<file path="src/rtl/vector_write_back_arbiter_if.sv">
// Packet type shared by the write-back arbiter and its functional-unit / register-read ports.
// The interface bundles the per-source result handshakes and the single write-back output.
package vector_write_back_arbiter_pkg;
   localparam int TAG_LENGTH  = 6;
   localparam int DATA_LENGTH = 64;

   typedef struct packed {
      logic [TAG_LENGTH-1:0]  tag;
      logic [DATA_LENGTH-1:0] data;
   } data_packet_t;
endpackage

interface vector_write_back_arbiter_if #(
   parameter int NUM_SOURCES = 3
);
   import vector_write_back_arbiter_pkg::*;

   logic [NUM_SOURCES-1:0] fu_valid;
   data_packet_t           fu_packet [NUM_SOURCES];
   logic [NUM_SOURCES-1:0] fu_ready;
   logic                   write_back_request;
   data_packet_t           write_back_packet;
   logic                   idle;

   modport master (
      output fu_valid, fu_packet,
      input  fu_ready, write_back_request, write_back_packet, idle
   );

   modport slave (
      input  fu_valid, fu_packet,
      output fu_ready, write_back_request, write_back_packet, idle
   );
endinterface

</file>
<file path="src/rtl/vector_write_back_arbiter.sv">
// Per-source result FIFOs drained one packet per cycle toward register read, round-robin.
// A packet always spends at least one cycle in its FIFO; there is no bypass to the output.
module vector_write_back_arbiter
   import vector_write_back_arbiter_pkg::*;
#(
   parameter int NUM_SOURCES = 3,
   parameter int FIFO_DEPTH  = 4
) (
   input  logic                      clock,
   input  logic                      reset_n,
   vector_write_back_arbiter_if.slave bus
);
   localparam int PTR_W = $clog2(FIFO_DEPTH);
   localparam int CNT_W = PTR_W + 1;
   localparam int SRC_W = $clog2(NUM_SOURCES);
   localparam logic [CNT_W-1:0] FULL_COUNT = CNT_W'(FIFO_DEPTH);

   data_packet_t           mem_r    [NUM_SOURCES][FIFO_DEPTH];
   logic [PTR_W-1:0]       rd_ptr_r [NUM_SOURCES];
   logic [PTR_W-1:0]       wr_ptr_r [NUM_SOURCES];
   logic [CNT_W-1:0]       count_r  [NUM_SOURCES];
   logic [SRC_W-1:0]       rr_ptr_r;
   logic                   wb_request_r;
   data_packet_t           wb_packet_r;

   logic [NUM_SOURCES-1:0] ready_s;
   logic [NUM_SOURCES-1:0] push_s;
   logic [NUM_SOURCES-1:0] pop_s;
   logic [NUM_SOURCES-1:0] nonempty_s;
   logic [SRC_W-1:0]       grant_s;
   logic                   grant_valid_s;
   logic                   idle_s;

   function automatic logic [SRC_W-1:0] wrap_index(input logic [SRC_W-1:0] base, input int offset);
      int sum;
      sum = int'(base) + offset;
      sum = (sum >= NUM_SOURCES) ? (sum - NUM_SOURCES) : sum;
      return SRC_W'(sum);
   endfunction

   // Per-source status; a full FIFO stays not-ready even when it is popped this cycle
   always_comb begin
      ready_s    = '0;
      nonempty_s = '0;
      push_s     = '0;
      for (int i = 0; i < NUM_SOURCES; i++) begin
         ready_s[i]    = (count_r[i] != FULL_COUNT);
         nonempty_s[i] = (count_r[i] != '0);
         push_s[i]     = bus.fu_valid[i] & ready_s[i];
      end
   end

   // Round-robin grant: scanning offsets downward lets the nearest non-empty source win
   always_comb begin
      grant_s       = '0;
      grant_valid_s = 1'b0;
      for (int off = NUM_SOURCES - 1; off >= 0; off--) begin
         grant_s       = nonempty_s[wrap_index(rr_ptr_r, off)] ? wrap_index(rr_ptr_r, off) : grant_s;
         grant_valid_s = grant_valid_s | nonempty_s[wrap_index(rr_ptr_r, off)];
      end
      pop_s          = '0;
      pop_s[grant_s] = grant_valid_s;
   end

   // Idle only when nothing is queued and nothing is being presented downstream
   always_comb begin
      idle_s = (nonempty_s == '0) && !wb_request_r;
   end

   // FIFO bookkeeping, round-robin pointer and registered write-back output
   always_ff @(posedge clock) begin
      if (!reset_n) begin
         for (int i = 0; i < NUM_SOURCES; i++) begin
            rd_ptr_r[i] <= '0;
            wr_ptr_r[i] <= '0;
            count_r[i]  <= '0;
         end
         rr_ptr_r     <= '0;
         wb_request_r <= 1'b0;
         wb_packet_r  <= '0;
      end else begin
         for (int i = 0; i < NUM_SOURCES; i++) begin
            count_r[i]  <= count_r[i] + CNT_W'(push_s[i]) - CNT_W'(pop_s[i]);
            wr_ptr_r[i] <= wr_ptr_r[i] + PTR_W'(push_s[i]);
            rd_ptr_r[i] <= rd_ptr_r[i] + PTR_W'(pop_s[i]);
         end
         if (grant_valid_s) begin
            wb_request_r <= 1'b1;
            wb_packet_r  <= mem_r[grant_s][rd_ptr_r[grant_s]];
            rr_ptr_r     <= wrap_index(grant_s, 1);
         end else begin
            wb_request_r <= 1'b0;
         end
      end
   end

   // Payload storage carries no reset; occupancy is tracked solely by the counts
   always_ff @(posedge clock) begin
      for (int i = 0; i < NUM_SOURCES; i++) begin
         if (push_s[i]) begin
            mem_r[i][wr_ptr_r[i]] <= bus.fu_packet[i];
         end
      end
   end

   assign bus.fu_ready           = ready_s;
   assign bus.idle               = idle_s;
   assign bus.write_back_request = wb_request_r;
   assign bus.write_back_packet  = wb_packet_r;
endmodule

</file>
<file path="src/flat_wrapper.sv">
// flat-port wrapper written by rule: the top's interface ports become plain ports
module vector_write_back_arbiter_flat import vector_write_back_arbiter_pkg::*;
#(
   parameter int NUM_SOURCES = 3,
   parameter int FIFO_DEPTH  = 4
)
  (clock, reset_n, bus_fu_valid, bus_fu_packet, bus_fu_ready, bus_write_back_request, bus_write_back_packet, bus_idle);
  vector_write_back_arbiter_if #(.NUM_SOURCES(NUM_SOURCES)) bus_i ();
  input  logic clock;
  input  logic reset_n;
  input wire logic [$bits(bus_i.fu_valid)-1:0] bus_fu_valid;
  input wire logic [$bits(bus_i.fu_packet)-1:0] bus_fu_packet;
  output wire logic [$bits(bus_i.fu_ready)-1:0] bus_fu_ready;
  output wire logic [$bits(bus_i.write_back_request)-1:0] bus_write_back_request;
  output wire logic [$bits(bus_i.write_back_packet)-1:0] bus_write_back_packet;
  output wire logic [$bits(bus_i.idle)-1:0] bus_idle;
  assign bus_i.fu_valid = bus_fu_valid;
  assign bus_i.fu_packet = {>>{bus_fu_packet}};
  assign bus_fu_ready = bus_i.fu_ready;
  assign bus_write_back_request = bus_i.write_back_request;
  assign bus_write_back_packet = bus_i.write_back_packet;
  assign bus_idle = bus_i.idle;
  vector_write_back_arbiter #(.NUM_SOURCES(NUM_SOURCES), .FIFO_DEPTH(FIFO_DEPTH)) u_core (.clock(clock), .reset_n(reset_n), .bus(bus_i));
endmodule
</file>
<file path="config.mk">
export PLATFORM = sky130hd
export DESIGN_NAME = vector_write_back_arbiter_flat
export DESIGN_NICKNAME = d
export VERILOG_FILES = /design/src/rtl/vector_write_back_arbiter_if.sv /design/src/rtl/vector_write_back_arbiter.sv /design/src/flat_wrapper.sv
export SDC_FILE = /design/constraint.sdc
export NUM_CORES = 1
export LEC_CHECK = 0
export CAP_MARGIN = 10
export CORE_UTILIZATION = 35
export DETAILED_ROUTE_END_ITERATION = 8
export PLACE_DENSITY_LB_ADDON = 0.05
export SETUP_SLACK_MARGIN = 0.05
export SYNTH_ARGS = -nofsm -noshare
export SYNTH_HDL_FRONTEND = slang
export SYNTH_SLANG_ARGS = --single-unit
</file>
<file path="constraint.sdc">
create_clock -name clock -period 8.6 [get_ports clock]
set_clock_uncertainty 0.15 [all_clocks]
set_input_delay 1.72 -clock clock [delete_from_list [all_inputs] [get_ports clock]]
set_output_delay 1.72 -clock clock [all_outputs]
set_load 0.01 [all_outputs]
</file>
# == After elaboration in Yosys (flattened, before gate mapping) ==
# Memories as Yosys holds them, arrays and structs flattened.
# Cells that the tools add are included.
# op_classes
addsub,19
magnitude_cmp,16
n_eq_ne,3
n_mux,42
bitwise_logic,19
n_reduce_logical,10
# op_table
op,count
$mux 280,3
$demux 70 s2,3
$mux 70,5
$bmux 70 s2,1
$mux 2,13
$add 2x1->2,6
$ge 3x3->1 const B,4
$lt 2x3->1 const B,4
$not 2->3,4
$or 1x1->1,11
$mux 1,10
$add 3x1->3,3
$ge 3x2->1 const B,3
$lt 3x1->1 const B,3
$mux 3,3
$ne 3x3->1 const B,3
$reduce_bool 3->1,3
$sub 3x1->3,3
$add 2x1->3 const B,2
$bmux 1 s2,3
$sub 2x1->2 const B,3
$logic_and 1x1->1,5
$add 2x2->3 const B,1
$and 1x1->1,3
other kinds (7),7
# totals
ff_bits,73
mem_bits_rw,861
in_bits,215
output_inout_bits,75
wordCells,117
n_memories,4
# memory_table
memory,words,width,rd,rd_clocked_by_memory_dff,write_ports,line,rtl
u_core.mem_r,3,280,1,0,3,vector_write_back_arbiter.sv:18,data_packet_t mem_r [NUM_SOURCES][FIFO_DEPTH];
u_core.count_r,3,3,3,0,3,vector_write_back_arbiter.sv:21,logic [CNT_W-1:0] count_r [NUM_SOURCES];
u_core.rd_ptr_r,3,2,4,0,3,vector_write_back_arbiter.sv:19,logic [PTR_W-1:0] rd_ptr_r [NUM_SOURCES];
u_core.wr_ptr_r,3,2,3,0,3,vector_write_back_arbiter.sv:20,logic [PTR_W-1:0] wr_ptr_r [NUM_SOURCES];

# == Depth between registers and ports, before layout ==
# Gate-level depths: netlist of the first run.
# depth
depth_word,15
depth_mapped,16
mapped_depth_nobuf,14

# == Least setup slack after synthesis of the first run ==
# Ideal clock, no wire load.
# synth_timing
path_kind,in2reg
from,input port bus_fu_valid[2]
to,"memory u_core.mem_r[2][210] (netlist name), enable pin"
setup_ps,598
t_arrival_ps,7101
t_required_ps,7852
path_slack_ps,751
path_stages,2
path_buffers,0
cell_sequence,and2_0 -> nor3b_1
# synth_lines
item,line,rtl
start: declaration,flat_wrapper.sv:11,input wire logic [$bits(bus_i.fu_valid)-1:0] bus_fu_valid;
end: declaration,vector_write_back_arbiter.sv:18,

# == Final worst setup path of the first run ==
# layout_timing
from,register u_core.rr_ptr_r[0]
to,register u_core.wb_packet_r (netlist bit u_core.bus.write_back_packet[46])
# layout_via
elab_chain_len,13
word_cells_on_any_way,28
classes_between,add/sub (5); order compare (3); mux (15); bitwise (3); memory (2)
# layout_lines
item,line,rtl
start: declaration,vector_write_back_arbiter.sv:22,logic [SRC_W-1:0] rr_ptr_r;
start signal: assignment,vector_write_back_arbiter.sv:90,"rr_ptr_r <= wrap_index(grant_s, 1);"
$add 2x2->3,vector_write_back_arbiter.sv:36,sum = int'(base) + offset;
$ge 3x2->1 or $sub 2x1->2 (tied branches),vector_write_back_arbiter.sv:37,sum = (sum >= NUM_SOURCES) ? (sum - NUM_SOURCES) : sum;
$mux 2,vector_write_back_arbiter.sv:37,
$bmux 1 s2,"vector_write_back_arbiter.sv:58, vector_write_back_arbiter.sv:59",
$mux 1 (implied by the code),"vector_write_back_arbiter.sv:58, vector_write_back_arbiter.sv:59",
$mux 2 (3 in a row),vector_write_back_arbiter.sv:58,"grant_s = nonempty_s[wrap_index(rr_ptr_r, off)] ? wrap_index(rr_ptr_r, off) : grant_s;"
$mem_v2 3x2,n/a,
$not 2->3 (implied by the code),vector_write_back_arbiter.sv:89,wb_packet_r <= mem_r[grant_s][rd_ptr_r[grant_s]];
$bmux 70 s2,vector_write_back_arbiter.sv:89,
$mux 70 (implied by the code) (2 in a row),vector_write_back_arbiter.sv:89,
end signal: assignment,vector_write_back_arbiter.sv:89,
end: declaration,vector_write_back_arbiter.sv:24,data_packet_t wb_packet_r;
# Parallel ways exist; a longest one is shown, timed or not. The select of a mux whose other input is x is not followed.
# A chain may end at the register's enable or synchronous reset.

==> impl_metrics.yaml, run 1 <==
outcome:
  status: "complete, no violations"
clock_network:
  path_clk_slew_ns: 0.06
  cts.htree.levels: 3
  cts_buffer_depth: 3
  cts_root_buf: "clkbuf_16"
  postCtsHoldBufs: 0
  insertion_delay_ns: 0.66
  cts.sinks: 934
  cts_tree: "yes"
  numCtsBuffers: 101
  ctsResizeCount: 0
  cts_setup_buffers: 0
floorplan:
  pin_count: 290
  die_w_um: 318
  start_util_pct: 35.4
  rows: 115
  fp.coreArea_sq_um: 98600
  fp.dieH_um: 318
  die_area_sq_um: 101000
sta:
  report.final.slew_viol_count: 0
  max_freq_mhz: 212
  fin_crit_ns: 4.71
  relSlewSlack_pct: 11.6
  worst_pin_slew_ns: 1.33
  fin_setup_tns_ns: 0
  hold_violations: 0
  setup-violations-final: 0
  whs_ns: 0.384
  rsz0062_at_grt: "false"
  layout_worst_path_cycle_share_pct: 54.7
setup_path:
  cp_data_arrival_time_ns: 5.10
  worstPathRequired_ns: 8.99
  path_cells: "inv_1 > ha_1 > or2_0 > o21ai_0 > a222oi_1 > buf_4 > buf_4 > o21a_4 > buf_4 > o21ai_1 > o2111a_1"
  path_max_fanout: 56
  critPathLaunchType: "register"
  crit_top_cell: "buf_4"
  cpLargestDelayFamily: "buffers and inverters"
  slowest_delay_ns: 0.92
  cp_num_buf_inv: 4
  crit_type: "register to register"
  critPathCaptureType: "register"
  timing.critical_path.slowest_stage_cell: "buf_4"
route:
  drtIter0Drc: 1509
  drc_errors: 0
  drt_wl_total_um: 106000
  viasPerCell: 5.50
  wl_per_cell_um: 29.1
  via_count: 20048
  first_pass_iters: 5
  antenna_left: 0
logic_synthesis:
  syn_area_per_cell_sq_um: 17.5
  ys_seq_area_share_pct: 77.7
  postSynthCellCount: 1989
  yosys.area_share.adder_pct: 0.492
  synth-compound-area-share_pct: 18.0
  synth-xor-area-share_pct: 0.427
  synth.net_count: 2215
  synthSimpleGateAreaFrac_pct: 1.21
  yosysMostFrequentCell: "edfxtp_1"
  synth_top_family_by_area: "compound AO/OA/AOI/OAI gates"
  ys.flop_type: "edfxtp_1"
  synthTopCellsByArea: "edfxtp_1, a22o_1, a211oi_1"
  synth.mux.area_fraction_pct: 0
  synthArstFlopShare_pct: 0
  synthTopCellsByCount: "edfxtp_1, a22o_1, a211oi_1"
  yosysWarningCount: 0
  yosysTopAreaCellShare_pct: 72.3
  synth_cell_types: 40
  synth.largest_area_cell: "edfxtp_1"
  ys_ff_latch: 934
  syn_area_sq_um: 34900
  synth_edf_count: 840
global_route:
  track_usage_pct: 20.7
  grt_pass1_vias: 20448
  grt_start_max_net_pins: 211
  grt_first_pass_wirelength_um: 152000
  antenna_found_initial: 16
  grt.overflow.total: 0
placement:
  io_buffers: 289
  post_dp_cell_area_sq_um: 39100
  place.gp.congestion: 0.724
  placed_cells: 3450
  dp_hpwl_um: 56900
cells_and_area:
  final_area_sq_um: 42400
  instances_no_fill: 3644
  nNetsFinal: 2492
  syn2layout_area_growth_pct: 21.5
  multiInputGateArea_sq_um: 7150
  layout-drive-gt1-share_pct: 9.95
  nFillCells: 8605
  regArea_sq_um: 27100
pwr:
  leakagePower_nw: 13.4
  worst_ir_drop_vdd_uv: 722
  total_power_w: 0.0185
  p_per_area_nw_per_um2: 436
worst_hold_path:
  holdCritPathClass: "register to register"
run:
  drv_cap: 0
## layout make-up
type,count,share of cell area (%)
clock inverters,31,0.641
clock buffers,158,6.97
multi-input cells,890,16.9
inverters,8,0.0708
repair buffers,331,7.66
well taps,1287,3.80
flip-flops and latches,934,63.9
diodes,5,0.0295
## worst paths after layout
kind | end | startpoint | slack, ns | depth (start not counted)
max | u_core.bus.write_back_packet[46] | u_core.rr_ptr_r[0] | 3.89 | 11
min | u_core.bus.write_back_packet[34] | u_core.bus.write_back_packet[34] | 0.38 | 1
max reg2reg | u_core.bus.write_back_packet[46] | u_core.rr_ptr_r[0] | 3.89 | 11
min reg2reg | u_core.bus.write_back_packet[34] | u_core.bus.write_back_packet[34] | 0.38 | 1
## per-layer routing
layer	vias to the layer above	GRT usage [%]	wire length, um
met3	135	3.50	5470
li1	8884	-	-
met5	-	0	126
met4	20	5.25	1780
met1	10473	28.5	47500
met2	536	34.1	51300
## registers in the layout (all words and copies together), names as in the netlist
register and cells:
u_core.bus.write_back_request 1, u_core.wr_ptr_r 6, u_core.rd_ptr_r 6, u_core.rr_ptr_r 2, u_core.mem_r 840, u_core.count_r 9, u_core.bus.write_back_packet 70
## kinds of logic after synthesis
kind of cell | Yosys count
compound gates | 783
simple gates | 78
xor+xnor | 17
flops | 934
fa+ha+maj | 12
buf+inv | 165
## placed cells by master, fill, tap and decap left out, types with 2 or more instances in the layout
| cell | netlist | routed |
|---|---|---|
| clkinv_1 | 0 | 8 |
| diode_2 | 0 | 5 |
| clkdlybuf4s50_1 | 0 | 288 |
| o21ai_1 | 100 | 100 |
| and3_4 | 0 | 3 |
| clkinv_2 | 0 | 14 |
| or3_1 | 5 | 5 |
| o22ai_1 | 2 | 2 |
| inv_6 | 0 | 3 |
| xnor2_1 | 11 | 11 |
| nor2_1 | 15 | 8 |
| inv_1 | 8 | 8 |
| edfxtp_1 | 840 | 840 |
| clkbuf_16 | 0 | 104 |
| o2111a_1 | 70 | 70 |
| nand2_1 | 16 | 16 |
| nor2_4 | 0 | 7 |
| nor3_1 | 5 | 3 |
| nor3_2 | 0 | 2 |
| clkbuf_1 | 107 | 39 |
| and2_1 | 21 | 21 |
| o21ai_0 | 43 | 43 |
| dfxtp_1 | 94 | 94 |
| a211oi_1 | 253 | 253 |
| buf_4 | 0 | 39 |
| ha_1 | 8 | 8 |
| nand3_1 | 2 | 2 |
| clkbuf_8 | 0 | 15 |
| buf_12 | 0 | 3 |
| fa_1 | 3 | 3 |
| nor3b_2 | 1 | 3 |
| bufinv_16 | 0 | 4 |
| a211oi_2 | 28 | 28 |
| xor2_1 | 6 | 6 |
| a22o_1 | 280 | 280 |
| nor2b_1 | 2 | 2 |
## metrics by stage
step / setup slack (ns) / util, %
6_report: 3.89 / 43.0
5_1_grt: 3.68 / 43.0
4_1_cts: 3.88 / 43.0
3_5_place_dp: 3.57 / 39.7
3_3_place_gp: 3.59 / 39.7
2_1_floorplan: 0.751 / -
## where the power goes
| group | internal (W) | switching (W) |
|---|---|---|
| logic | 0.00297 | 0.00540 |
| clock network | 0.00247 | 0.00175 |
| registers | 0.00562 | 0.000259 |
Note: power is estimated with default switching activity, not from simulation.
==> inputs of run 2 (changes only) <==
==> constraint.sdc (replaced) <==
create_clock -name clock -period 4 [get_ports clock]
set_clock_uncertainty 0.15 [all_clocks]
set_input_delay 0.8 -clock clock [delete_from_list [all_inputs] [get_ports clock]]
set_output_delay 0.8 -clock clock [all_outputs]
set_load 0.01 [all_outputs]
==> run 2 against run 1 <==
  * First-iteration DRC count fell by 10%
  * Largest cell class unchanged
  * Critical path depth did not move
  * Worst hold slack got worse by 0.0012 ns
  * Maximum frequency rose by 32%
  * Global-route usage fell by 0.16 points
  * Final cell count rose by 0.33%
==> impl_metrics.yaml, run 2 (same netlist as run 1, synthesis figures left out) <==
global_route:
  gr-usage-met2_pct: 35.2
  gr-usage-met1_pct: 26.7
  grt_start_max_net_pins: 199
  grt_util_met3_pct: 4.25
  grt_pass1_vias: 20775
  grt.overflow.total: 0
  grt.busiest_layer: "met2"
  grt_first_pass_wirelength_um: 150000
  antenna_found_initial: 16
  track_usage_pct: 20.6
floorplan:
  rows: 115
  fp.dieH_um: 318
  die_w_um: 318
  fp.coreArea_sq_um: 98600
  pin_count: 290
  start_util_pct: 35.4
  die_area_sq_um: 101000
cells_and_area:
  syn2layout_area_growth_pct: 22.9
  largest_reg_flops: 840
  final_area_sq_um: 42900
  layout_commonest_cell: "edfxtp_1"
  utilization_pct: 43.5
  layout-drive-gt1-share_pct: 10.3
  final_cell_mix: "edfxtp_1, clkdlybuf4s50_1, a22o_1"
  nNetsFinal: 2504
clock_network:
  insertion_delay_ns: 0.67
  cts_setup_buffers: 0
  numCtsBuffers: 102
  path_clk_slew_ns: 0.06
  cts_tree: "yes"
  cts_root_buf: "clkbuf_16"
  cts.htree.levels: 3
  cts.sinks: 934
  postCtsHoldBufs: 0
  ctsResizeCount: 0
  cts_buffer_depth: 3
pwr:
  total_power_w: 0.0401
  worst_ir_drop_vdd_uv: 1000
  p_per_area_nw_per_um2: 936
  leakagePower_nw: 13.5
worst_hold_path:
  hold_end: "u_core.bus.write_back_packet[61]"
  holdCritPathClass: "register to register"
  whs_path_depth: 1
  min_from: "u_core.bus.write_back_packet[61]"
sta:
  relSlewSlack_pct: 21.5
  fin_setup_tns_ns: 0
  worst_pin_slew_ns: 1.18
  hold_violations: 0
  max_freq_mhz: 281
  rsz0062_at_grt: "false"
  report.final.slew_viol_count: 0
  setup-violations-final: 0
  fin_crit_ns: 3.55
  layout_worst_path_cycle_share_pct: 88.8
setup_path:
  path_max_fanout: 111
  crit_type: "register to register"
  cp_data_arrival_time_ns: 4.01
  r2r_cells: 11
  reg2reg_slack_ns: 0.45
  critPathLaunch: "u_core.rr_ptr_r[0]"
  critPathCaptureType: "register"
  worstReg2RegStart: "u_core.rr_ptr_r[0]"
  r2r-end: "u_core.bus.write_back_packet[60]"
  worstPathRequired_ns: 4.46
  critPathLaunchType: "register"
route:
  wl_per_cell_um: 28.5
  first_pass_iters: 5
  drt_wl_total_um: 104000
  antenna_left: 0
  via_count: 19775
  drtIter0Drc: 1355
  drc_errors: 0
  viasPerCell: 5.41
outcome:
  status: "complete, no violations"
run:
  drv_cap: 0
placement:
  place.gp.congestion: 0.735
  post_dp_cell_area_sq_um: 39600
  dp_hpwl_um: 55900
  io_buffers: 289
==> run 2: cell types whose count changed in the layout (fill, tap and decap cells not counted), sizes merged <==
cell,previous run,this run
buf,43,54
bufinv,4,5
clkbuf,158,149
clkinv,24,29
clkinvlp,0,3
diode,5,4
inv,11,13
==> run 2: power by group <==
| group | internal, W | switching, W | total [W] |
|---|---|---|---|
| combinational | 0.00702 | 0.0114 | 0.0185 |
| clock | 0.00529 | 0.00377 | 0.00906 |
| sequential | 0.0121 | 0.000516 | 0.0126 |
==> run 2: layout make-up <==
cell class                 instances  area (sq um)
antenna                            4          10.0
sequential                       934         27100
clock buffer                     149          2870
fill                            8667         55700
multi-input combinational        890          7190
timing repair buffer             342          3710
tap                             1287          1610
clock inverter                    42           344
inverter                           8          30.0
==> run 2: metal layers <==
metal	share of wire (%)	wire, um
met1	44	45500
met5	0.14	141
met4	1.5	1610
met2	50	51700
met3	5.1	5300
==> run 2: critical path, stage by stage (launching register included) <==
cell and delay [ns]:
dfxtp_1 0.35, inv_1 0.06, ha_1 0.35, nor4b_2 0.19, a211oi_1 0.52, nor2_4 0.11
nor2_4 0.16, buf_12 0.46, buf_12 0.42, a211oi_1 0.14, o21ai_1 0.24, o2111a_1 0.22
==> run 2: how the worst max path moves through the flow <==
stage                     slack [ns]  cells past startpoint                               end
after floorplan                -0.43                      2              u_core.mem_r[2][210]
after global placement          0.51                     11  u_core.bus.write_back_packet[60]
after detailed placement        0.45                     11  u_core.bus.write_back_packet[60]
after CTS                       0.42                     11  u_core.bus.write_back_packet[60]
after global routing            0.18                     11  u_core.bus.write_back_packet[60]
final                           0.45                     11  u_core.bus.write_back_packet[60]
==> run 2: metrics by stage <==
stage          hold slack, ns  instances  setup WS [ns]
2_1_floorplan           0.357       1989         -0.429
3_3_place_gp            0.376       3461          0.508
3_5_place_dp            0.375       3461          0.452
4_1_cts                 0.388       3652          0.420
5_1_grt                 0.405       3655          0.179
6_report                0.383       3656          0.447
